## config.mk

```make
export PLATFORM = sky130hd
export DESIGN_NAME = bcd_seq_ctrl
export DESIGN_NICKNAME = d
export VERILOG_FILES = /design/src/rtl/bcd_seq_ctrl.sv
export SDC_FILE = /design/constraint.sdc
export NUM_CORES = 1
export LEC_CHECK = 0
export CAP_MARGIN = 20
export CORE_AREA = 2 2 52 54
export DETAILED_ROUTE_END_ITERATION = 16
export DIE_AREA = 0 0 54 56
export GPL_TIMING_DRIVEN = 1
export PLACE_DENSITY = 0.88
export SLEW_MARGIN = 15
export SYNTH_ARGS = -nofsm -noshare
export SYNTH_HDL_FRONTEND = slang
export SYNTH_SLANG_ARGS = --single-unit
```

## constraint.sdc

```tcl
create_clock -name clk -period 2.15 [get_ports clk]
set_input_delay 0.645 -clock clk [delete_from_list [all_inputs] [get_ports clk]]
set_output_delay 0.645 -clock clk [all_outputs]
set_load 0.02 [all_outputs]
```

## src/rtl/bcd_seq_ctrl.sv

```systemverilog
// Sequential binary-to-BCD converter (shift-and-add-3), one bit per clock.
// Accepts one operand in IDLE, shifts for WIDTH cycles, presents the result for one DONE cycle.
module bcd_seq_ctrl #(
    parameter int WIDTH = 4,
    parameter int DIGIT = 2
) (
    input  logic                 clk,
    input  logic                 rst_n,
    input  logic                 in_valid,
    input  logic [WIDTH-1:0]     Binary_code,
    output logic                 in_ready,
    output logic                 out_valid,
    output logic [DIGIT*4-1:0]   BCD_code
);

    localparam int BW = DIGIT * 4;
    localparam int CW = $clog2(WIDTH + 1);

    typedef enum logic [1:0] {
        IDLE  = 2'd0,
        SHIFT = 2'd1,
        DONE  = 2'd2
    } state_t;

    state_t            state_q;
    logic [WIDTH-1:0]  shiftReg_q;
    logic [WIDTH-1:0]  shiftReg_d;
    logic [BW-1:0]     acc_q;
    logic [BW-1:0]     acc_d;
    logic [BW-1:0]     accAdj;
    logic [CW-1:0]     bitCnt_q;
    logic              inReady_q;
    logic              outValid_q;
    logic [BW-1:0]     bcd_q;

    // Digit correction before each shift keeps every nibble a legal decimal digit afterwards.
    always_comb begin
        accAdj = '0;
        for (int i = 0; i < DIGIT; i++) begin
            if (acc_q[4*i +: 4] >= 4'd5) begin
                accAdj[4*i +: 4] = acc_q[4*i +: 4] + 4'd3;
            end else begin
                accAdj[4*i +: 4] = acc_q[4*i +: 4];
            end
        end
        {acc_d, shiftReg_d} = {accAdj, shiftReg_q} << 1;
    end

    always_ff @(posedge clk or negedge rst_n) begin
        if (!rst_n) begin
            state_q    <= IDLE;
            shiftReg_q <= '0;
            acc_q      <= '0;
            bitCnt_q   <= '0;
            inReady_q  <= 1'b1;
            outValid_q <= 1'b0;
            bcd_q      <= '0;
        end else begin
            case (state_q)
                IDLE: begin
                    if (in_valid) begin
                        shiftReg_q <= Binary_code;
                        acc_q      <= '0;
                        bitCnt_q   <= CW'(WIDTH);
                        inReady_q  <= 1'b0;
                        state_q    <= SHIFT;
                    end
                end
                SHIFT: begin
                    acc_q      <= acc_d;
                    shiftReg_q <= shiftReg_d;
                    bitCnt_q   <= bitCnt_q - 1'b1;
                    // The last shift result goes straight to the output register.
                    if (bitCnt_q == CW'(1)) begin
                        outValid_q <= 1'b1;
                        bcd_q      <= acc_d;
                        state_q    <= DONE;
                    end
                end
                DONE: begin
                    outValid_q <= 1'b0;
                    bcd_q      <= '0;
                    inReady_q  <= 1'b1;
                    state_q    <= IDLE;
                end
                default: begin
                    outValid_q <= 1'b0;
                    bcd_q      <= '0;
                    inReady_q  <= 1'b1;
                    state_q    <= IDLE;
                end
            endcase
        end
    end

    assign in_ready  = inReady_q;
    assign out_valid = outValid_q;
    assign BCD_code  = bcd_q;

endmodule

```

==> reports/qor.yml <==
ios: 17
critPathSlowestCell: "clkdlybuf4s50_1"
overflow: 0
synth_edf_count: 0
synth_common_cells: "dfrtp_1, o21ai_0, nand2_1, a21oi_1"
dr.pass1.iters: 4
yosysUniqueCellTypes: 31
vias_per_cell: 5.523
ctsLongestPathBuffers: 2
worstPathCellList: "clkdlybuf4s50_1"
drc_errors: 0
place_inst: 168
cp-end-kind: "output port"
clock_latency_ps: 320
die_area_um2: 3024
syn2layout_area_growth_pct: 14.92
timing.rr.start: "acc_q[1]$_DFFE_PN0P_"
portBuffers: 16
r2r-end: "acc_q[2]$_DFFE_PN0P_"
cts_tree: "done"
grt_pass1_wl_mm: 4.202
core_um2: 2432
worstHoldEndpoint: "BCD_code[2]$_DFFE_PN0P_"
antenna_found_initial: 0
dp_slack_ps: 248.0
cts.sinks: 27
drtAntennaViolNets: 0
r2r_slack_ps: 400
routedWlPerCell_um: 14.15
layout-drive-gt1-share_pct: 12.68
start_util_pct: 55.86
hold_start: "BCD_code[2]$_DFFE_PN0P_"
grt_max_degree: 28
cp_max_fo: 2
die_h_um: 56
hold_path_class: "reg2reg"
fin_cells: 172
synth_top_area_share_pct: 47.88
setup-violations-final: 0
cp_top_family: "buffers and inverters"
path_class: "reg2out"
synth.area.top_cells: "dfrtp_1, ha_1, a22o_1, o21ai_0, nor2b_1"
yosys_warnings: 0
worst_slack_ps: 167.4
synth-async-reset-ratio_pct: 100.0
chipWidth_um: 54
ys_seq_area_share_pct: 49.82
critical-path-max-stage-delay_ps: 620
arrival_ps: 1340
drtIter0Drc: 3
layout.nets: 156
clk_pin_slew_ps: 150
ys_ff_latch: 27
outcome: "completed"
crit_path_start_kind: "flip-flop"
h-tree-depth: 1
required_ps: 1500
tightest_slew_ps: 676.8
vdd_ir_drop_max_v: 0.0008468
antenna_cells: 0
fmax_mhz: 504.4
syn_area_um2: 1359
fill_cells: 206
cts_hold_buf: 0
cap_violations: 0
synth_area_leader_cell: "dfrtp_1"
finClkSkew_ps: 8.848
synth.most_common_cell: "dfrtp_1"
max_slew_margin_pct: 54.79
syn-num-nets: 139
ctsRootBufferMaster: "clkbuf_4"
gp_congestion: 0.8553
vias: 950
hold_viol: 0
powerDensity_nw_per_um2: 1434
holdPathStages: 2
grt_pass1_vias: 988
slew_viol_final: 0
cp_num_buf_inv: 1
period_share_pct: 92.21
fin_tns_setup_ps: 0
hpwl_mm: 1.850
r2r_cells: 6
cts_setup_buffers: 0
grt_setup_unrepaired: "no"
synth_cells: 126
period_needed_ps: 1983
grt_usage_pct: 18.65
totalWireLength_mm: 2.434
rows: 18
syn_avg_cell_area_um2: 10.78
cts_made_buffers: 3
p_leak_nw: 0.6971
startpoint: "BCD_code[1]$_DFFE_PN0P_"
synthFlopType: "dfrtp_1"
-- what timing repair did --
action / 4_1_cts / 5_1_grt
resized for setup: 0 / 1
setup endpoints to repair: 0 / 1
hold endpoints to repair: 0 / 0
-- report_power, final --
group / internal (mW) / leakage (nW) / total, mW / switching [mW]
clock: 0.0710 / 0.0139 / 0.219 / 0.148
sequential: 0.713 / 0.344 / 0.918 / 0.205
combinational: 0.515 / 0.339 / 1.10 / 0.586
-- layout by cell type (no fill, tap or decap), drive strengths merged, types with 3 or more instances in the layout --
master,instances
dfrtp,26
clkdlybuf4s50,15
o21ai,14
nand2,11
a21oi,10
nor2b,7
a22o,7
inv,7
ha,6
nor2,5
nand2b,4
nor3b,4
a22oi,3
clkbuf,3
-- flip-flops by register name (all words and copies together), names as in the netlist --
| register | cells |
|---|---|
| BCD_code | 8 |
| acc_q | 8 |
| bitCnt_q | 3 |
| in_ready | 1 |
| out_valid | 1 |
| shiftReg_q | 4 |
| state_q | 2 |
-- worst max-delay path by stage --
stage,endpoint,slack [ps],cells past startpoint
2_1_floorplan,acc_q[2]$_DFFE_PN0P_,660,6
3_3_place_gp,acc_q[3]$_DFFE_PN0P_,310,5
3_5_place_dp,bitCnt_q[2]$_DFFE_PN0P_,250,5
4_1_cts,in_ready,10,1
5_1_grt,BCD_code[1],100,1
6_report,BCD_code[1],170,1
-- per-stage QoR --
step                power (mW)  util, %  hold WS [ps]  area (um^2)
floorplan                1.727        -         349.4         1359
global placement         1.964    62.86         461.8         1529
detailed placement       2.041    62.86         467.5         1529
CTS                      2.260    64.09         499.0         1559
global route             2.427    64.20         537.5         1562
finish                   2.239    64.20         491.7         1562
-- metal layers --
layer / wire [um] / global-route usage, % / vias up / part of all wire, %
met1: 1021 / 21.35 / 462 / 42
li1: - / - / 467 / -
met3: 78 / 2.688 / 4 / 3.2
met2: 1305 / 33.45 / 17 / 54
met5: 0 / 0 / - / 0
met4: 29 / 7.143 / 0 / 1.2
-- cell families after synthesis --
| kind of cell | share of synthesized area (%) |
|---|---|
| buf+inv | 5.064 |
| xor+xnor | 1.289 |
| compound gates | 19.06 |
| mux | 2.302 |
| fa+ha+maj | 5.525 |
| simple gates | 16.94 |
| flops | 49.82 |
-- area by class of cell --
class	count	area [um^2]	area share, %
clock inverters	1	7.507	0.4808
multi-input cells	86	613.1	39.26
flip-flops and latches	27	676.9	43.35
clock buffers	3	22.52	1.442
repair buffers	18	177.7	11.38
well taps	30	37.54	2.404
inverters	7	26.28	1.683
Note: power is estimated with default switching activity, not from simulation.
